<file path="src/rtl/tennis_game_fsm.sv">
// Two-player LED tennis core: serves, rallies, returns, faults/misses, scoring and game over.
// Optional macro TENNIS_SPEEDUP_EN shortens the ball step period on every successful return.
//
// state     | meaning
// S_SERVE   | ball parked at server's end, waiting for server's hit
// S_RALLY   | ball in flight toward the receiver
// S_POINT   | point just awarded, all LEDs lit for PAUSE_STEPS steps
// S_OVER    | a player reached WIN_SCORE, winner's half of the bar lit
module tennis_game_fsm #(
  parameter int NUM_LEDS        = 16,
  parameter int STEP_CYCLES     = 12_500_000,
  parameter int MIN_STEP_CYCLES = 3_125_000,
  parameter int PAUSE_STEPS     = 8,
  parameter int SCORE_W         = 4,
  parameter int WIN_SCORE       = 7
) (
  input  logic                clk,
  input  logic                reset,
  input  logic                hit_l,
  input  logic                hit_r,
  output logic [NUM_LEDS-1:0] leds,
  output logic [SCORE_W-1:0]  score_l,
  output logic [SCORE_W-1:0]  score_r,
  output logic                point_l,
  output logic                point_r,
  output logic                game_over
);

  localparam int PW   = $clog2(STEP_CYCLES + 1);
  localparam int POSW = (NUM_LEDS > 1) ? $clog2(NUM_LEDS) : 1;
  localparam int PSW  = $clog2(PAUSE_STEPS + 1);

  localparam logic [POSW-1:0]     LAST    = POSW'(NUM_LEDS - 1);
  localparam logic [PW-1:0]       STEP_P  = PW'(STEP_CYCLES);
  localparam logic [PSW-1:0]      PAUSE_L = PSW'(PAUSE_STEPS - 1);
  localparam logic [SCORE_W-1:0]  WIN     = SCORE_W'(WIN_SCORE);
  localparam logic [SCORE_W-1:0]  SMAX    = '1;
  localparam logic [NUM_LEDS-1:0] LO_MASK = {NUM_LEDS{1'b1}} >> (NUM_LEDS - NUM_LEDS / 2);

  if (WIN_SCORE >= (1 << SCORE_W) || MIN_STEP_CYCLES > STEP_CYCLES) begin : g_bad_params
    $error("tennis_game_fsm: WIN_SCORE or MIN_STEP_CYCLES out of range");
  end

  typedef enum logic [1:0] {S_SERVE, S_RALLY, S_POINT, S_OVER} state_t;

  state_t             state_q, state_d;
  logic               server_q, server_d;   // 1 = right player serves
  logic               dir_q, dir_d;         // 1 = ball heading right
  logic [POSW-1:0]    pos_q, pos_d;
  logic [SCORE_W-1:0] score_l_q, score_l_d, score_r_q, score_r_d;
  logic [PW-1:0]      cnt_q, cnt_d;
  logic [PSW-1:0]     pause_q, pause_d;
  logic               point_l_q, point_l_d, point_r_q, point_r_d;
  logic [PW-1:0]      period;

  logic step, recv_hit, srv_hit, at_end;
  logic ret, serve_entry, award, award_left;

`ifdef TENNIS_SPEEDUP_EN
  localparam logic [PW-1:0] MIN_P = PW'(MIN_STEP_CYCLES);
  logic [PW-1:0] period_q, period_d, period_fast;

  assign period = period_q;

  always_comb begin
    period_fast = period_q - (period_q >> 3);
    if (period_fast < MIN_P) period_fast = MIN_P;
    period_d = period_q;
    if (serve_entry)  period_d = STEP_P;
    else if (ret)     period_d = period_fast;
  end
`else
  assign period = STEP_P;
`endif

  assign step     = (state_q == S_RALLY || state_q == S_POINT) && (cnt_q == period - 1'b1);
  assign recv_hit = dir_q ? hit_r : hit_l;
  assign srv_hit  = server_q ? hit_r : hit_l;
  assign at_end   = dir_q ? (pos_q == LAST) : (pos_q == '0);

  always_comb begin
    state_d     = state_q;
    server_d    = server_q;
    dir_d       = dir_q;
    pos_d       = pos_q;
    score_l_d   = score_l_q;
    score_r_d   = score_r_q;
    pause_d     = pause_q;
    point_l_d   = 1'b0;
    point_r_d   = 1'b0;
    ret         = 1'b0;
    serve_entry = 1'b0;
    award       = 1'b0;
    award_left  = 1'b0;
    cnt_d       = '0;
    if (state_q == S_RALLY || state_q == S_POINT) cnt_d = step ? '0 : cnt_q + 1'b1;

    case (state_q)
      S_SERVE: begin
        if (srv_hit) begin
          state_d = S_RALLY;
          dir_d   = ~server_q;
          cnt_d   = '0;
        end
      end
      S_RALLY: begin
        // a receiver hit takes priority over a coincident step
        if (recv_hit) begin
          if (at_end) begin
            ret   = 1'b1;
            dir_d = ~dir_q;
          end else begin
            award      = 1'b1;
            award_left = dir_q;
          end
        end else if (step) begin
          if (at_end) begin
            award      = 1'b1;
            award_left = dir_q;
          end else begin
            pos_d = dir_q ? pos_q + 1'b1 : pos_q - 1'b1;
          end
        end
      end
      S_POINT: begin
        if (step) begin
          if (pause_q == PAUSE_L) begin
            if (score_l_q == WIN || score_r_q == WIN) begin
              state_d = S_OVER;
            end else begin
              state_d     = S_SERVE;
              serve_entry = 1'b1;
            end
          end else begin
            pause_d = pause_q + 1'b1;
          end
        end
      end
      S_OVER: begin
        if (hit_l || hit_r) begin
          score_l_d   = '0;
          score_r_d   = '0;
          server_d    = 1'b0;
          state_d     = S_SERVE;
          serve_entry = 1'b1;
        end
      end
      default: state_d = S_SERVE;
    endcase

    if (award) begin
      state_d = S_POINT;
      cnt_d   = '0;
      pause_d = '0;
      if (award_left) begin
        score_l_d = (score_l_q == SMAX) ? SMAX : score_l_q + 1'b1;
        point_l_d = 1'b1;
        server_d  = 1'b1;
      end else begin
        score_r_d = (score_r_q == SMAX) ? SMAX : score_r_q + 1'b1;
        point_r_d = 1'b1;
        server_d  = 1'b0;
      end
    end
    if (ret)         cnt_d = '0;
    if (serve_entry) pos_d = server_d ? LAST : '0;
  end

  always_ff @(posedge clk) begin
    if (reset) begin
      state_q   <= S_SERVE;
      server_q  <= 1'b0;
      dir_q     <= 1'b1;
      pos_q     <= '0;
      score_l_q <= '0;
      score_r_q <= '0;
      cnt_q     <= '0;
      pause_q   <= '0;
      point_l_q <= 1'b0;
      point_r_q <= 1'b0;
`ifdef TENNIS_SPEEDUP_EN
      period_q  <= STEP_P;
`endif
    end else begin
      state_q   <= state_d;
      server_q  <= server_d;
      dir_q     <= dir_d;
      pos_q     <= pos_d;
      score_l_q <= score_l_d;
      score_r_q <= score_r_d;
      cnt_q     <= cnt_d;
      pause_q   <= pause_d;
      point_l_q <= point_l_d;
      point_r_q <= point_r_d;
`ifdef TENNIS_SPEEDUP_EN
      period_q  <= period_d;
`endif
    end
  end

  always_comb begin
    leds = '0;
    case (state_q)
      S_SERVE, S_RALLY: leds = NUM_LEDS'(1) << pos_q;
      S_POINT:          leds = '1;
      S_OVER:           leds = (score_l_q == WIN) ? LO_MASK : ~LO_MASK;
      default:          leds = '0;
    endcase
  end

  assign score_l   = score_l_q;
  assign score_r   = score_r_q;
  assign point_l   = point_l_q;
  assign point_r   = point_r_q;
  assign game_over = (state_q == S_OVER);

endmodule

</file>
<file path="config.mk">
export PLATFORM = sky130hd
export DESIGN_NAME = tennis_game_fsm
export DESIGN_NICKNAME = d
export VERILOG_FILES = /design/src/rtl/tennis_game_fsm.sv
export SDC_FILE = /design/constraint.sdc
export NUM_CORES = 1
export LEC_CHECK = 0
export ABC_AREA = 1
export CAP_MARGIN = 15
export CORE_UTILIZATION = 60
export DETAILED_ROUTE_END_ITERATION = 8
export PLACE_DENSITY = 0.84
export SETUP_SLACK_MARGIN = 0.05
export SLEW_MARGIN = 25
export SYNTH_ARGS = -nofsm -noshare
export SYNTH_HDL_FRONTEND = slang
export SYNTH_SLANG_ARGS = --single-unit
</file>
<file path="constraint.sdc">
create_clock -name clk -period 2.7 [get_ports clk]
set_input_delay 0.405 -clock clk [delete_from_list [all_inputs] [get_ports clk]]
set_output_delay 0.405 -clock clk [all_outputs]
set_load 0.01 [all_outputs]
</file>
==> results.ini, run 1 <==
[worst_setup_path]
reg2reg_setup_slack_ns=0.46
path_depth=6
timing.reg2reg.worst_path_depth=12
crit_path_end=leds[0]
critical_path.n_buffers_inverters=3
setup.worst_path.start_class=register
crit_path_cell_trace=inv_1 > ha_1 > nor2_4 > inv_2 > o31ai_1 > clkdlybuf4s50_1
r2r_end=cnt_q[2]
crit_arrival_ns=2.09
critical_path.max_fanout=5
max_stage_delay_ns=0.57
crit_start=state_q[0]
critical-path-slowest-cell=sky130_fd_sc_hd__clkdlybuf4s50_1
crit_path_class=register to output pin
worstReg2RegStart=state_q[1]
critPathCaptureType=output pin
worstPathRequired_ns=2.30
critical-path-top-delay-family=buffers and inverters

[layout]
synthToLayoutAreaGrowth_pct=17.8
n_fill_cell=420
drive_gt1_share_pct=9.41
layout.nets=505
multiInputGateArea_sq_um=1880
seqCellArea_sq_um=922
insertedDiodeCount=0

[yosys]
synth_top_area_cell=sky130_fd_sc_hd__dfxtp_1
synthesis.nets=470
ys_seq_area_share_pct=30.7
yosys_register_bits=46
netlist_area_before_placement_sq_um=3000
post_synth_inst_count=453
syn_area_per_cell_sq_um=6.62
synth_edf_count=0
ys_dominant_reg_cell=sky130_fd_sc_hd__dfxtp_1
synth.lib_cells_used.distinct=47
synth-warning-count=0
fraction_of_post_synthesis_cell_area_in_the_top_cell_type_by_area_pct=30.7
synth.area.top_cells=sky130_fd_sc_hd__dfxtp_1 (31%), sky130_fd_sc_hd__nand2_1 (14%), sky130_fd_sc_hd__nor2_1 (8.1%)
synth-async-reset-ratio_pct=0

[sta]
relSlewSlack_pct=69.4
timing.final.max_slew_violations=0
min_period_ns=2.50
timing.clock.skew_ns=0.0139
achievable-frequency_mhz=400
timing.final.crit_share_pct=92.5
hold_viol=0
worst_pin_slew_ns=0.458
fin_setup_tns_ns=0
number_of_setup_violations_in_the_final_report=0
grt_setup_unrepaired=no
timing.final.ws_setup_ns=0.203

[clocking]
holdBufCountCts=0
cts_inserted_buffers=5
cts_max_path_buffers=2
cts_sinks=46
cts.root.buffer_cell=sky130_fd_sc_hd__clkbuf_8
clock_tree_from_tritoncts=done
clock_tree.htree_level_count=2
clock_transition_time_at_the_flip_flop_clock_pins_of_the_worst_setup_and_hold_paths_ns=0.09
cts_resized=3
clock_insertion_delay_worst_skew_ns=0.31
cts_setup_buffers=0

[flow_run]
maxCapViolations=0

[power_and_ir_drop]
report.power.total_w=0.00264
ir_drop_uv=492
p_leak_nw=1.34
p_per_cell_area_nw_per_um2=748

[global_routing]
vias_in_the_first_global_route=2772
grt_start_max_net_pins=17
grt-ovfl-total=0
number_of_antenna_violations_at_the_first_check_in_global_routing=0
grt_pass1_wl_um=12000
global_route.usage.total_pct=28.9

[place]
port-buffer-count=30
dp_slack_ns=0.293
place_congestion=0.924
place_hpwl_um=5380

[route]
routed-via-count=3058
totalWireLength_um=7270
drt.antenna.violating_nets=0
post-route-drc-count=0
detail_route.wl_per_cell_um=13.1
vias_per_cell=5.50
drtIter0Drc=240
drt-pass1-iter-count=6

[die]
die_x_um=72.7
num_io_pins=31
dieArea_sq_um=5290
core_area_sq_um=4750
initial_core_util_pct=63.1
rows=25
die_ht_um=72.7

[worst_hold_path]
class_of_the_tightest_hold_or_removal_check=register to register

[outcome]
status=finished clean

-- worst register-to-register path: cells and delay by family, from the launching register on --
kind                     cells  cell delay [ns]
adder cells (fa/ha/maj)      1             0.34
AND/OR/NAND/NOR              8             1.02
flip-flops                   1             0.43
buffers and inverters        3             0.39
-- report_power, final --
group / switching (W) / internal [W]
Clock: 0.000251 / 0.000282
Combinational: 0.000792 / 0.000520
Sequential: 0.0000725 / 0.000726
-- metrics by stage --
| stage | hold WS (ns) | cell area (sq um) | util (%) | std cells |
|---|---|---|---|---|
| 6_report | 0.466 | 3530 | 74.3 | 556 |
| 2_1_floorplan | 0.439 | 3000 | - | 453 |
| 5_1_grt | 0.506 | 3530 | 74.3 | 556 |
| 3_5_place_dp | 0.454 | 3380 | 71.0 | 548 |
| 3_3_place_gp | 0.448 | 3380 | 71.0 | 548 |
| 4_1_cts | 0.467 | 3500 | 73.7 | 556 |
-- state kept, by name, indices dropped and copies added (netlist names) --
name and count:
score_l 4, server_q 1, cnt_q 24, pause_q 4
point_r 1, pos_q 4, score_r 4, point_l 1
state_q 2, dir_q 1
-- cell usage in the layout (no fill, tap or decap), types with 3 or more instances in the layout --
cell / Yosys / routed
sky130_fd_sc_hd__nand2_1: 110 / 107
sky130_fd_sc_hd__nor2_1: 65 / 64
sky130_fd_sc_hd__inv_1: 48 / 48
sky130_fd_sc_hd__dfxtp_1: 46 / 45
sky130_fd_sc_hd__nand3_1: 36 / 36
sky130_fd_sc_hd__clkdlybuf4s50_1: 0 / 30
sky130_fd_sc_hd__o21ai_0: 28 / 28
sky130_fd_sc_hd__a21oi_1: 22 / 22
sky130_fd_sc_hd__nand4_1: 12 / 12
sky130_fd_sc_hd__ha_1: 12 / 12
sky130_fd_sc_hd__nor3_1: 10 / 10
sky130_fd_sc_hd__xor2_1: 8 / 8
sky130_fd_sc_hd__nand2_2: 3 / 6
sky130_fd_sc_hd__nor3_2: 5 / 5
sky130_fd_sc_hd__clkbuf_8: 0 / 5
sky130_fd_sc_hd__inv_2: 3 / 3
sky130_fd_sc_hd__nor2_4: 2 / 3
sky130_fd_sc_hd__o21ai_4: 1 / 3
sky130_fd_sc_hd__nor2_2: 3 / 3
sky130_fd_sc_hd__buf_4: 1 / 3
-- synth_stat cells (2+ instances only) --
| cell | count |
|---|---|
| sky130_fd_sc_hd__nand2_1 | 110 |
| sky130_fd_sc_hd__nor2_1 | 65 |
| sky130_fd_sc_hd__inv_1 | 48 |
| sky130_fd_sc_hd__dfxtp_1 | 46 |
| sky130_fd_sc_hd__nand3_1 | 36 |
| sky130_fd_sc_hd__o21ai_0 | 28 |
| sky130_fd_sc_hd__a21oi_1 | 22 |
| sky130_fd_sc_hd__ha_1 | 12 |
| sky130_fd_sc_hd__nand4_1 | 12 |
| sky130_fd_sc_hd__nor3_1 | 10 |
| sky130_fd_sc_hd__xor2_1 | 8 |
| sky130_fd_sc_hd__nor3_2 | 5 |
| sky130_fd_sc_hd__o21ai_1 | 4 |
| sky130_fd_sc_hd__inv_2 | 3 |
| sky130_fd_sc_hd__nand2_2 | 3 |
| sky130_fd_sc_hd__nor2_2 | 3 |
| sky130_fd_sc_hd__clkbuf_1 | 2 |
| sky130_fd_sc_hd__nand2_4 | 2 |
| sky130_fd_sc_hd__nand3_2 | 2 |
| sky130_fd_sc_hd__nor2_4 | 2 |
| sky130_fd_sc_hd__nor4_1 | 2 |
| sky130_fd_sc_hd__o31ai_1 | 2 |
| sky130_fd_sc_hd__xnor2_1 | 2 |
-- cells by family (layout without fill, tap and decap cells) --
logic type	after synthesis	after routing	synth area share [%]
and+or+nand+nor	257	257	39.6
AOI/OAI and AO/OA	68	68	13.2
buffers and inverters	59	95	7.88
DFF	46	46	30.7
adders and majority gates	13	13	5.67
xor gates and xnor gates	10	10	2.92
-- worst min path at each step --
stage / start / end / slack (ns) / depth (start not counted)
5_1_grt: pause_q[3] / pause_q[3] / 0.51 / 2
6_report: pause_q[3] / pause_q[3] / 0.47 / 2
3_3_place_gp: pause_q[3] / pause_q[3] / 0.45 / 2
4_1_cts: pause_q[3] / pause_q[3] / 0.47 / 2
2_1_floorplan: pause_q[3] / pause_q[3] / 0.44 / 2
3_5_place_dp: pause_q[3] / pause_q[3] / 0.45 / 2
-- cell type report --
cell class | count | share of cell area (%)
Multi-Input combinational cell | 348 | 53.2
Sequential cell | 46 | 26.1
Timing Repair Buffer | 33 | 9.14
Inverter | 54 | 5.84
Tap cell | 67 | 2.37
Clock buffer | 5 | 1.95
Clock inverter | 3 | 1.38
-- routing by layer --
metal	track usage [%]	up-vias	share of wire, %
met1	40.1	1377	46
li1	-	1556	-
met4	10.2	0	1.9
met5	0	-	0
met3	5.11	19	6.6
met2	45.3	106	46
Note: power is estimated with default switching activity, not from simulation.
==> run 2, diff against run 1 <==
--- a/config.mk
+++ b/config.mk
@@ -10,6 +10,7 @@
 export CORE_UTILIZATION = 60
 export DETAILED_ROUTE_END_ITERATION = 8
 export PLACE_DENSITY = 0.84
+export RECOVER_POWER = 50
 export SETUP_SLACK_MARGIN = 0.05
 export SLEW_MARGIN = 25
 export SYNTH_ARGS = -nofsm -noshare
==> run 2 against run 1 <==
Die area stayed put. The flow now finishes with violations (design-rule violations). Non-clock buffer count unchanged. Critical endpoint is now leds[7]. Routed wire length is 0.67% higher. Critical path depth unchanged. Sequential share of layout area up 0.44 points. Critical path type unchanged.
==> results.ini, run 2 (same netlist as run 1, synthesis figures left out) <==
[route]
drt.antenna.violating_nets=0  ; unchanged
post-route-drc-count=1  ; was 0
detail_route.wl_per_cell_um=13.2  ; was 13.1 um
drt-pass1-iter-count=7  ; was 6
vias_per_cell=5.55  ; was 5.50
drtIter0Drc=261  ; was 240
totalWireLength_um=7320  ; was 7270 um
routed-via-count=3086  ; was 3058

[layout]
regMostFlops=cnt_q  ; unchanged
layout.cells.most_common=sky130_fd_sc_hd__nand2_1  ; unchanged
synthToLayoutAreaGrowth_pct=15.8  ; was 17.8%
largest_reg_flops=24  ; unchanged
layout.nets=505  ; unchanged
insertedDiodeCount=0  ; unchanged
drive_gt1_share_pct=7.57  ; was 9.41%
n_fill_cell=434  ; was 420
layout_common_cells=sky130_fd_sc_hd__nand2_1 (109), sky130_fd_sc_hd__nor2_1 (66), sky130_fd_sc_hd__inv_1 (49), sky130_fd_sc_hd__dfxtp_1 (45), sky130_fd_sc_hd__nand3_1 (39)  ; was sky130_fd_sc_hd__nand2_1 (107), sky130_fd_sc_hd__nor2_1 (64), sky130_fd_sc_hd__inv_1 (48), sky130_fd_sc_hd__dfxtp_1 (45), sky130_fd_sc_hd__nand3_1 (36)

[sta]
timing.final.max_slew_violations=0  ; unchanged
achievable-frequency_mhz=399  ; was 400 MHz
timing.final.crit_share_pct=92.7  ; was 92.5%
number_of_setup_violations_in_the_final_report=0  ; unchanged
relSlewSlack_pct=66.4  ; was 69.4%
worst_pin_slew_ns=0.503  ; was 0.458 ns
fin_setup_tns_ns=0  ; unchanged
hold_viol=0  ; unchanged
grt_setup_unrepaired=no  ; unchanged
timing.clock.skew_ns=0.0120  ; was 0.0139 ns
min_period_ns=2.50  ; about the same

[die]
core_area_sq_um=4750  ; unchanged
die_ht_um=72.7  ; unchanged
initial_core_util_pct=63.1  ; unchanged
dieArea_sq_um=5290  ; unchanged
rows=25  ; unchanged
die_x_um=72.7  ; unchanged
num_io_pins=31  ; unchanged

[outcome]
status=finished with violations  ; was finished clean
violated_checks=design-rule violations

[worst_setup_path]
critical_path.n_buffers_inverters=2  ; was 3
worstPathRequired_ns=2.30  ; about the same
critical-path-top-delay-family=buffers and inverters  ; unchanged
critical-path-slowest-cell=sky130_fd_sc_hd__clkdlybuf4s50_1  ; unchanged
max_stage_delay_ns=0.57  ; about the same
crit_path_cell_trace=inv_1 > ha_1 > nor2_4 > nand2_2 > o31ai_1 > clkdlybuf4s50_1  ; was inv_1 > ha_1 > nor2_4 > inv_2 > o31ai_1 > clkdlybuf4s50_1
crit_arrival_ns=2.10  ; was 2.09 ns
critPathCaptureType=output pin  ; unchanged
reg2reg_setup_slack_ns=0.40  ; was 0.46 ns
setup.worst_path.start_class=register  ; unchanged
critical_path.max_fanout=7  ; was 5
crit_path_class=register to output pin  ; unchanged

[global_routing]
number_of_antenna_violations_at_the_first_check_in_global_routing=0  ; unchanged
global_route.usage.total_pct=28.9  ; unchanged
grt-ovfl-total=0  ; unchanged
grt_pass1_wl_um=12000  ; unchanged
grt_start_max_net_pins=17  ; unchanged
vias_in_the_first_global_route=2772  ; unchanged

[power_and_ir_drop]
fraction_of_power_spent_switching_nets_pct=41.8  ; was 42.2%
net-switching-power_w=0.00108  ; was 0.00112 W
report.power.total_w=0.00258  ; was 0.00264 W
ir_drop_uv=468  ; was 492 uV
power_report.internal_total_w=0.00150  ; was 0.00153 W
p_per_cell_area_nw_per_um2=743  ; was 748 nW/um^2
power.clock.fraction_pct=20.6  ; was 20.2%
p_leak_nw=1.36  ; was 1.34 nW
power.sequential.fraction_pct=30.8  ; was 30.2%
power.share.combinational_pct=48.6  ; was 49.6%

[clocking]
cts.root.buffer_cell=sky130_fd_sc_hd__clkbuf_8  ; unchanged
clock_tree_from_tritoncts=done  ; unchanged
cts_setup_buffers=0  ; unchanged
clock_transition_time_at_the_flip_flop_clock_pins_of_the_worst_setup_and_hold_paths_ns=0.09  ; about the same
cts_inserted_buffers=5  ; unchanged
cts_max_path_buffers=2  ; unchanged
clock_insertion_delay_worst_skew_ns=0.31  ; about the same
clock_tree.htree_level_count=2  ; unchanged
cts_sinks=46  ; unchanged

[flow_run]
maxCapViolations=0  ; unchanged

[worst_hold_path]
class_of_the_tightest_hold_or_removal_check=register to register  ; unchanged

[place]
place_hpwl_um=5380  ; unchanged
place_congestion=0.924  ; unchanged
port-buffer-count=30  ; unchanged

## run 2: cell types whose count changed in the layout (fill, tap and decap cells not counted), sizes merged
cell,previous run,this run
clkinv,2,1
dlygate4sd3,0,11
clkinvlp,1,2
clkdlybuf4s50,30,19
## run 2: routing by layer
| layer | GRT usage (%) | wire length [um] | up-vias |
|---|---|---|---|
| met2 | 45.3 | 3340 | 97 |
| met3 | 5.11 | 424 | 17 |
| li1 | - | - | 1555 |
| met4 | 10.2 | 128 | 0 |
| met5 | 0 | 0 | - |
| met1 | 40.1 | 3420 | 1417 |
## run 2: through the flow
stage	std cells	setup WS (ns)	hold slack [ns]	cell area (sq um)	utilization (%)
final	556	0.197	0.465	3470	73.1
after floorplan	453	0.766	0.439	3000	-
after CTS	556	0.0786	0.467	3500	73.7
after detailed placement	548	0.293	0.454	3380	71.0
after global routing	556	0.0856	0.506	3470	73.1
after global placement	548	0.406	0.448	3380	71.0
## run 2: final timing paths
kind | startpoint | end | cells past startpoint
hold reg to reg | pause_q[3] | pause_q[3] | 2
setup / recovery | state_q[0] | leds[7] | 6
hold / removal | pause_q[3] | pause_q[3] | 2
setup reg to reg | state_q[1] | pos_q[1] | 11
## run 2: power by group through the flow
stage                     combinational, W  clock (W)  sequential [W]
final                              0.00125   0.000532        0.000797
after global routing               0.00139   0.000576        0.000803
after floorplan                   0.000807          0        0.000797
after global placement             0.00119          0        0.000804
after CTS                          0.00127   0.000544        0.000795
after detailed placement           0.00123          0        0.000810
## run 2: final cells by class
type | instances | area [sq um] | share of cell area (%)
multi-input cells | 348 | 1820 | 52.4
flip-flops and latches | 46 | 922 | 26.5
repair buffers | 33 | 323 | 9.29
inverters | 54 | 206 | 5.94
well taps | 67 | 83.8 | 2.41
clock buffers | 5 | 68.8 | 1.98
clock inverters | 3 | 48.8 | 1.40
## run 2: tightest hold or removal path, delay by kind of cell (launching register included)
family,cells,cell delay [ns]
AO/OA/AOI/OAI,1,0.05
flip-flops,1,0.32
AND/OR/NAND/NOR,1,0.06
## run 2: what timing repair did
item	4_1_cts	5_1_grt
setup endpoints to repair	15	15
gates resized for setup	3	7
hold buffers	0	0
